==> config.mk <==
export PLATFORM = sky130hd
export DESIGN_NAME = bram_array_ctrl_flat
export DESIGN_NICKNAME = d
export VERILOG_FILES = /design/src/rtl/bram_array_ctrl_if.sv /design/src/rtl/bram_array_ctrl.sv /design/src/flat_wrapper.sv
export SDC_FILE = /design/constraint.sdc
export NUM_CORES = 1
export LEC_CHECK = 0
export ABC_AREA = 1
export BUFFER_PORTS_ARGS = -buffer_cell sky130_fd_sc_hd__buf_2
export CORE_ASPECT_RATIO = 0.5
export CORE_MARGIN = 2
export CORE_UTILIZATION = 35
export CTS_BUF_LIST = sky130_fd_sc_hd__clkbuf_8
export CTS_CLUSTER_DIAMETER = 30
export DETAILED_ROUTE_END_ITERATION = 12
export PLACE_DENSITY_LB_ADDON = 0.1
export SYNTH_ARGS = -nofsm -noshare
export SYNTH_HDL_FRONTEND = slang
export SYNTH_SLANG_ARGS = --single-unit
==> constraint.sdc <==
create_clock -name clk -period 2.65 [get_ports clk]
set_input_delay 0.3975 -clock clk [delete_from_list [all_inputs] [get_ports clk]]
set_output_delay 0.3975 -clock clk [all_outputs]
set_load 0.005 [all_outputs]
==> src/rtl/bram_array_ctrl_if.sv <==
// Command/status and stream-tap bundle between the BRAM array run controller,
// the register block and the BRAM array.
interface bram_array_ctrl_if #(
    parameter int DEPTH_W  = 16,
    parameter int REPEAT_W = 8
);
    logic                cmd_start;
    logic [DEPTH_W-1:0]  cmd_depth;
    logic [REPEAT_W-1:0] cmd_repeat;
    logic                cmd_abort;
    logic                busy;
    logic                done;
    logic [1:0]          err_code;
    logic                BRAM_en;
    logic [1:0]          BRAM_Opts;
    logic [15:0]         BRAM_Depth;
    logic [1:0]          BRAM_Status;
    logic                wr_tvalid;
    logic                wr_tready;
    logic                wr_tlast;
    logic                rd_tvalid;
    logic                rd_tready;
    logic                rd_tlast;

    modport master (
        input  cmd_start, cmd_depth, cmd_repeat, cmd_abort, BRAM_Status,
        input  wr_tvalid, wr_tready, wr_tlast, rd_tvalid, rd_tready, rd_tlast,
        output busy, done, err_code, BRAM_en, BRAM_Opts, BRAM_Depth
    );

    modport slave (
        output cmd_start, cmd_depth, cmd_repeat, cmd_abort, BRAM_Status,
        output wr_tvalid, wr_tready, wr_tlast, rd_tvalid, rd_tready, rd_tlast,
        input  busy, done, err_code, BRAM_en, BRAM_Opts, BRAM_Depth
    );
endinterface

==> src/rtl/bram_array_ctrl.sv <==
// Runs one reset -> fill -> N x playback sequence of the BRAM array per start command, checking beat count and tlast placement.
// Latency: all outputs registered; a status wait exits the cycle after the array reports it; done pulses after the last playback stop.
// Backpressure: passive stream taps, beats count on valid&ready only; BRAM_CTRL_TIMEOUT_EN adds a watchdog on status waits.
module bram_array_ctrl #(
    parameter int DEPTH_W     = 16,
    parameter int REPEAT_W    = 8,
    parameter int TIMEOUT_CYC = 4096
) (
    input  logic               clk,
    input  logic               rst_n,
    bram_array_ctrl_if.master  bus
);

    typedef enum logic [2:0] {
        S_IDLE, S_RST, S_WR, S_WSTOP, S_RD, S_RSTOP, S_DONE, S_STOP
    } state_t;

    localparam logic [1:0] OPT_RST = 2'b00;
    localparam logic [1:0] OPT_WR  = 2'b01;
    localparam logic [1:0] OPT_RD  = 2'b10;
    localparam logic [1:0] OPT_STP = 2'b11;

    localparam logic [1:0] STS_RST  = 2'b00;
    localparam logic [1:0] STS_WAIT = 2'b01;

    localparam logic [1:0] ERR_NONE    = 2'b00;
    localparam logic [1:0] ERR_TLAST   = 2'b01;
    localparam logic [1:0] ERR_TIMEOUT = 2'b10;
    localparam logic [1:0] ERR_ABORT   = 2'b11;

    localparam logic [DEPTH_W-1:0]  DEPTH_ONE = DEPTH_W'(1);
    localparam logic [REPEAT_W-1:0] PASS_ONE  = REPEAT_W'(1);

    if (TIMEOUT_CYC < 1) begin : g_bad_timeout
        $error("TIMEOUT_CYC must be at least 1");
    end

    state_t              state;
    logic [DEPTH_W-1:0]  depth_m1;
    logic [DEPTH_W-1:0]  beat;
    logic [REPEAT_W-1:0] rep_q;
    logic [REPEAT_W-1:0] pass;
    logic                active;
    logic                run_beat;
    logic                run_last;
    logic                beat_is_last;
    logic                wd_expired;

    // DONE and STOP are already winding down, so abort only applies before them.
    assign active = (state != S_IDLE) && (state != S_DONE) && (state != S_STOP);

    assign run_beat = (state == S_WR) ? (bus.wr_tvalid & bus.wr_tready) :
                      (state == S_RD) ? (bus.rd_tvalid & bus.rd_tready) : 1'b0;
    assign run_last     = (state == S_WR) ? bus.wr_tlast : bus.rd_tlast;
    assign beat_is_last = (beat == depth_m1);

`ifdef BRAM_CTRL_TIMEOUT_EN
    localparam int WD_W = $clog2(TIMEOUT_CYC + 1);

    logic            waiting;
    logic [WD_W-1:0] wd_cnt;

    // Wait states are never adjacent, so clearing outside them restarts the count on every entry.
    assign waiting    = (state == S_RST) || (state == S_WSTOP) || (state == S_RSTOP);
    assign wd_expired = waiting && (wd_cnt == WD_W'(TIMEOUT_CYC - 1));

    always_ff @(posedge clk or negedge rst_n) begin
        if (!rst_n) begin
            wd_cnt <= '0;
        end else if (waiting && !wd_expired) begin
            wd_cnt <= wd_cnt + WD_W'(1);
        end else begin
            wd_cnt <= '0;
        end
    end
`else
    assign wd_expired = 1'b0;
`endif

    always_ff @(posedge clk or negedge rst_n) begin
        if (!rst_n) begin
            state          <= S_IDLE;
            bus.BRAM_en    <= 1'b0;
            bus.BRAM_Opts  <= OPT_STP;
            bus.BRAM_Depth <= '0;
            bus.busy       <= 1'b0;
            bus.done       <= 1'b0;
            bus.err_code   <= ERR_NONE;
            depth_m1       <= '0;
            rep_q          <= '0;
            beat           <= '0;
            pass           <= '0;
        end else begin
            bus.done <= 1'b0;
            if (active && bus.cmd_abort) begin
                bus.err_code  <= ERR_ABORT;
                bus.BRAM_Opts <= OPT_STP;
                state         <= S_STOP;
            end else if (wd_expired) begin
                bus.err_code  <= ERR_TIMEOUT;
                bus.BRAM_Opts <= OPT_STP;
                state         <= S_STOP;
            end else begin
                case (state)
                    S_IDLE: begin
                        if (bus.cmd_start) begin
                            if (bus.cmd_depth != '0) begin
                                depth_m1       <= bus.cmd_depth - DEPTH_ONE;
                                rep_q          <= bus.cmd_repeat;
                                bus.BRAM_Depth <= 16'(bus.cmd_depth);
                                bus.err_code   <= ERR_NONE;
                                bus.busy       <= 1'b1;
                                bus.BRAM_en    <= 1'b1;
                                bus.BRAM_Opts  <= OPT_RST;
                                beat           <= '0;
                                pass           <= '0;
                                state          <= S_RST;
                            end else begin
                                bus.err_code <= ERR_ABORT;
                            end
                        end
                    end
                    S_RST: begin
                        if (bus.BRAM_Status == STS_RST) begin
                            bus.BRAM_Opts <= OPT_WR;
                            state         <= S_WR;
                        end
                    end
                    S_WR, S_RD: begin
                        if (run_beat) begin
                            if (run_last != beat_is_last) begin
                                bus.err_code  <= ERR_TLAST;
                                bus.BRAM_Opts <= OPT_STP;
                                state         <= S_STOP;
                            end else if (beat_is_last) begin
                                bus.BRAM_Opts <= OPT_STP;
                                state         <= (state == S_WR) ? S_WSTOP : S_RSTOP;
                            end else begin
                                beat <= beat + DEPTH_ONE;
                            end
                        end
                    end
                    S_WSTOP: begin
                        if (bus.BRAM_Status == STS_WAIT) begin
                            beat          <= '0;
                            pass          <= '0;
                            bus.BRAM_Opts <= OPT_RD;
                            state         <= S_RD;
                        end
                    end
                    S_RSTOP: begin
                        if (bus.BRAM_Status == STS_WAIT) begin
                            if (pass < rep_q) begin
                                pass          <= pass + PASS_ONE;
                                beat          <= '0;
                                bus.BRAM_Opts <= OPT_RD;
                                state         <= S_RD;
                            end else begin
                                bus.done <= 1'b1;
                                state    <= S_DONE;
                            end
                        end
                    end
                    S_DONE, S_STOP: begin
                        bus.busy    <= 1'b0;
                        bus.BRAM_en <= 1'b0;
                        state       <= S_IDLE;
                    end
                    default: state <= S_IDLE;
                endcase
            end
        end
    end

endmodule

==> src/flat_wrapper.sv <==
// flat-port wrapper written by rule: the top's interface ports become plain ports
module bram_array_ctrl_flat 
#(
    parameter int DEPTH_W     = 16,
    parameter int REPEAT_W    = 8,
    parameter int TIMEOUT_CYC = 4096
)
  (clk, rst_n, bus_cmd_start, bus_cmd_depth, bus_cmd_repeat, bus_cmd_abort, bus_BRAM_Status, bus_wr_tvalid, bus_wr_tready, bus_wr_tlast, bus_rd_tvalid, bus_rd_tready, bus_rd_tlast, bus_busy, bus_done, bus_err_code, bus_BRAM_en, bus_BRAM_Opts, bus_BRAM_Depth);
  bram_array_ctrl_if #(.DEPTH_W(DEPTH_W), .REPEAT_W(REPEAT_W)) bus_i ();
  input  logic clk;
  input  logic rst_n;
  input wire logic [$bits(bus_i.cmd_start)-1:0] bus_cmd_start;
  input wire logic [$bits(bus_i.cmd_depth)-1:0] bus_cmd_depth;
  input wire logic [$bits(bus_i.cmd_repeat)-1:0] bus_cmd_repeat;
  input wire logic [$bits(bus_i.cmd_abort)-1:0] bus_cmd_abort;
  input wire logic [$bits(bus_i.BRAM_Status)-1:0] bus_BRAM_Status;
  input wire logic [$bits(bus_i.wr_tvalid)-1:0] bus_wr_tvalid;
  input wire logic [$bits(bus_i.wr_tready)-1:0] bus_wr_tready;
  input wire logic [$bits(bus_i.wr_tlast)-1:0] bus_wr_tlast;
  input wire logic [$bits(bus_i.rd_tvalid)-1:0] bus_rd_tvalid;
  input wire logic [$bits(bus_i.rd_tready)-1:0] bus_rd_tready;
  input wire logic [$bits(bus_i.rd_tlast)-1:0] bus_rd_tlast;
  output wire logic [$bits(bus_i.busy)-1:0] bus_busy;
  output wire logic [$bits(bus_i.done)-1:0] bus_done;
  output wire logic [$bits(bus_i.err_code)-1:0] bus_err_code;
  output wire logic [$bits(bus_i.BRAM_en)-1:0] bus_BRAM_en;
  output wire logic [$bits(bus_i.BRAM_Opts)-1:0] bus_BRAM_Opts;
  output wire logic [$bits(bus_i.BRAM_Depth)-1:0] bus_BRAM_Depth;
  assign bus_i.cmd_start = bus_cmd_start;
  assign bus_i.cmd_depth = bus_cmd_depth;
  assign bus_i.cmd_repeat = bus_cmd_repeat;
  assign bus_i.cmd_abort = bus_cmd_abort;
  assign bus_i.BRAM_Status = bus_BRAM_Status;
  assign bus_i.wr_tvalid = bus_wr_tvalid;
  assign bus_i.wr_tready = bus_wr_tready;
  assign bus_i.wr_tlast = bus_wr_tlast;
  assign bus_i.rd_tvalid = bus_rd_tvalid;
  assign bus_i.rd_tready = bus_rd_tready;
  assign bus_i.rd_tlast = bus_rd_tlast;
  assign bus_busy = bus_i.busy;
  assign bus_done = bus_i.done;
  assign bus_err_code = bus_i.err_code;
  assign bus_BRAM_en = bus_i.BRAM_en;
  assign bus_BRAM_Opts = bus_i.BRAM_Opts;
  assign bus_BRAM_Depth = bus_i.BRAM_Depth;
  bram_array_ctrl #(.DEPTH_W(DEPTH_W), .REPEAT_W(REPEAT_W), .TIMEOUT_CYC(TIMEOUT_CYC)) u_core (.clk(clk), .rst_n(rst_n), .bus(bus_i));
endmodule
==> flow_metrics.env <==
export IMPL_grt_antenna_before_repair=0
export IMPL_cts_tree="built"
export IMPL_die_area_um2=13600
export IMPL_setup_worst_path_class="flop to flop"
export IMPL_fin_ws_ns=0.502
export IMPL_endpoint="u_core.beat[13]"
export IMPL_ys_warnings_count=0
export IMPL_drv_slew=0
export IMPL_post_cts_setup_buffers=0
export IMPL_dieWidth_um=163
export IMPL_fin_worst_skew_ns=0.0110
export IMPL_worstReg2RegStart="u_core.pass[5]"
export IMPL_max_stage_delay_ns=0.44
export IMPL_grt_max_degree=47
export IMPL_htreeDepth=3
export IMPL_reg2reg_depth=10
export IMPL_dr_wl_met3_um=394
export IMPL_grt_overflow_total=0
export IMPL_clockRootBuffer="clkbuf_8"
export IMPL_final_cells=864
export IMPL_worstMarginPinSlew_ns=0.623
export IMPL_num_io_pins=59
export IMPL_p_leak_nw=2.66
export IMPL_syn_inst=635
export IMPL_grt_pass1_wl_um=18300
export IMPL_cts_buffers_inserted=9
export IMPL_synthesis_area_um2=4410
export IMPL_via_count=3969
export IMPL_syn_nets=682
export IMPL_cp_arrival_ns=2.44
export IMPL_ir_worst_vdd_mv=0.411
export IMPL_utilization_pct=41.7
export IMPL_startpoint="u_core.pass[5]"
export IMPL_clk_pin_slew_ns=0.09
export IMPL_area_delta_synth_final_pct=14.1
export IMPL_regToRegEndpoint="u_core.beat[13]"
export IMPL_ys_seq_area_share_pct=41.5
export IMPL_period_minus_slack_ns=2.15
export IMPL_clk_latency_ns=0.36
export IMPL_pre_cts_slack_ns=0.506
export IMPL_cp_slowest_cell="dfrtp_1"
export IMPL_fin_crit_sh_pct=81.1
export IMPL_gp_congestion=0.787
export IMPL_start_util_pct=36.6
export IMPL_vias_per_cell=4.59
export IMPL_drive_gt1_share_pct=13.7
export IMPL_nets=741
export IMPL_num_antenna_cells=0
export IMPL_fillers=1314
export IMPL_setup_viol=0
export IMPL_cts_resized=0
export IMPL_cp_end_kind="flop"
export IMPL_ys_ff_latch=73
export IMPL_detail_route_wl_per_cell_um=12.4
export IMPL_met1Wirelength_um=5730
export IMPL_syn_avg_cell_area_um2=6.94
export IMPL_swShare_pct=44.5
export IMPL_drt_total_wl_um=10700
export IMPL_dp_cells=848
export IMPL_seqPwrFrac_pct=38.0
export IMPL_yosysUniqueCellTypes=31
export IMPL_power_density_nw_per_um2=913
export IMPL_first_pass_iters=4
export IMPL_port_buffers=58
export IMPL_tns_ns=0
export IMPL_p_clk_share_pct=17.4
export IMPL_cts_hold_buf=0
export IMPL_relSlewSlack_pct=58.4
export IMPL_grt_setup_unrepaired="no"
export IMPL_grt_pass1_vias=3722
export IMPL_core_um2=12100
export IMPL_grt_use_total_pct=16.9
export IMPL_cp_max_fo=16
export IMPL_met2RoutedLength_um=4450
export IMPL_maxCapViolCount=0
export IMPL_status="completed"
export IMPL_hpwl_um=7900
export IMPL_drc=0
export IMPL_num_rows=28
export IMPL_hp_class="input pin to async pin"
export IMPL_rrSetupSlack_ns=0.50
export IMPL_cts_num_sinks=73
export IMPL_die_h_um=83.4
export IMPL_clockBufferDepth=2
export IMPL_clock_fmax_ghz=0.466
export IMPL_postRouteAntennaNets=0
export IMPL_path_common_cell="nand2_1"
export IMPL_p_sw_mw=2.04
export IMPL_cp_start_kind="flop"
export IMPL_drt_initial_drc_count=230
export IMPL_power_internal_mw=2.55
export IMPL_routed_top_layer="met4"
export IMPL_cp_required_ns=2.94
export IMPL_hold_violations=0
export IMPL_combinationalPowerShare_pct=44.5
export IMPL_crit_chain="ha_1 -> a21oi_1 -> o21a_1 -> nand2_1 -> nand2_1 -> o21ai_0 -> nor2_4 -> buf_4 -> nand3_1 -> nand2_1"
==> state kept, by name, indices dropped and copies added, names as in the netlist <==
register / count
u_core.bus.BRAM_Opts: 2
u_core.beat: 16
u_core.state: 3
u_core.pass: 8
u_core.bus.err_code: 2
u_core.rep_q: 8
u_core.depth_m1: 16
u_core.bus.BRAM_Depth: 16
u_core.bus.done: 1
u_core.bus.busy: 1
==> power by group through the flow <==
stage	combinational (mW)	sequential [mW]	clock, mW
after floorplan	1.51	1.74	0
after global placement	2.06	1.76	0
after detailed placement	2.08	1.77	0
after CTS	2.08	1.75	0.832
after global routing	2.41	1.80	0.871
final	2.05	1.75	0.802
==> how the worst min path moves through the flow <==
stage	from	to	slack, ns	cells after the start
global route	rst_n	u_core.rep_q[1]	0.06	1
floorplan	rst_n	u_core.beat[0]	0.10	0
global placement	rst_n	u_core.state[1]	0.43	1
detailed placement	rst_n	u_core.state[1]	0.44	1
finish	rst_n	u_core.state[0]	0.02	1
CTS	rst_n	u_core.rep_q[1]	0.04	1
==> metal layers <==
layer,vias to the layer above,track usage [%]
li1,2088,-
met1,1804,24.8
met2,65,25.1
met3,12,3.95
met4,0,3.78
met5,-,0
==> cell usage in the layout (no fill, tap or decap), types with 6 or more instances in the layout <==
master and instances:
buf_2 57, buf_4 6, o21ai_0 40, nor2_1 85
clkbuf_8 10, inv_1 72, ha_1 11, xor2_1 19
nand2_1 219, nor3_1 9, dfrtp_1 71, a21oi_1 8
nand3_1 50
==> area by class of cell <==
type / instances / area [um^2] / share of cell area (%)
clock buffer: 10 / 138 / 2.74
timing repair buffer: 63 / 330 / 6.57
tap: 165 / 206 / 4.10
multi-input combinational: 470 / 2200 / 43.8
sequential: 73 / 1830 / 36.4
inverter: 77 / 289 / 5.74
clock inverter: 6 / 33.8 / 0.671
==> synthesized netlist by cell type <==
| cell | instances | area [um^2] |
|---|---|---|
| nand2_1 | 219 | 822 |
| nor2_1 | 85 | 319 |
| inv_1 | 72 | 270 |
| dfrtp_1 | 71 | 1780 |
| nand3_1 | 50 | 250 |
| o21ai_0 | 40 | 200 |
| xor2_1 | 19 | 166 |
| ha_1 | 11 | 138 |
| nor3_1 | 9 | 45.0 |
| a21oi_1 | 8 | 40.0 |
| buf_2 | 5 | 25.0 |
| clkbuf_1 | 5 | 18.8 |
| inv_2 | 5 | 18.8 |
| xnor2_1 | 5 | 43.8 |
| buf_4 | 4 | 30.0 |
| o21ai_1 | 4 | 20.0 |
| nand2_2 | 3 | 18.8 |
| a31oi_1 | 2 | 12.5 |
| dfstp_2 | 2 | 52.6 |
| nand3b_1 | 2 | 15.0 |
| nand4_1 | 2 | 12.5 |
| nor2_2 | 2 | 12.5 |
| nor3b_1 | 2 | 15.0 |
| buf_6 | 1 | 11.3 |
| nand2_4 | 1 | 11.3 |
| nand3_2 | 1 | 10.0 |
| nor2_4 | 1 | 11.3 |
| o2111ai_1 | 1 | 8.76 |
| o21a_1 | 1 | 7.51 |
| o21ai_2 | 1 | 8.76 |
| o21ai_4 | 1 | 16.3 |
==> critical path, delay by kind of cell (launching register included) <==
family / cells / cell delay (ns)
AO/OA/AOI/OAI: 3 / 0.41
flip-flops: 1 / 0.44
buffers and inverters: 1 / 0.28
adder cells (fa/ha/maj): 1 / 0.33
AND/OR/NAND/NOR: 5 / 0.60
==> per-stage QoR <==
step	hold slack [ns]	area, um^2	total power [mW]
2_1_floorplan	0.102	4410	3.24
3_3_place_gp	0.427	4860	3.82
3_5_place_dp	0.440	4860	3.84
4_1_cts	0.0426	5030	4.66
5_1_grt	0.0609	5030	5.08
6_report	0.0226	5030	4.60
==> logic make-up after synthesis <==
group,count (synthesis),share of synthesized area (%)
and+or+nand+nor,377,35.0
buffers and inverters,92,8.49
DFF,73,41.5
AOI/OAI and AO/OA,58,7.12
xor gates and xnor gates,24,4.77
adders and majority gates,11,3.12
Power figures use the tool's default switching activity.
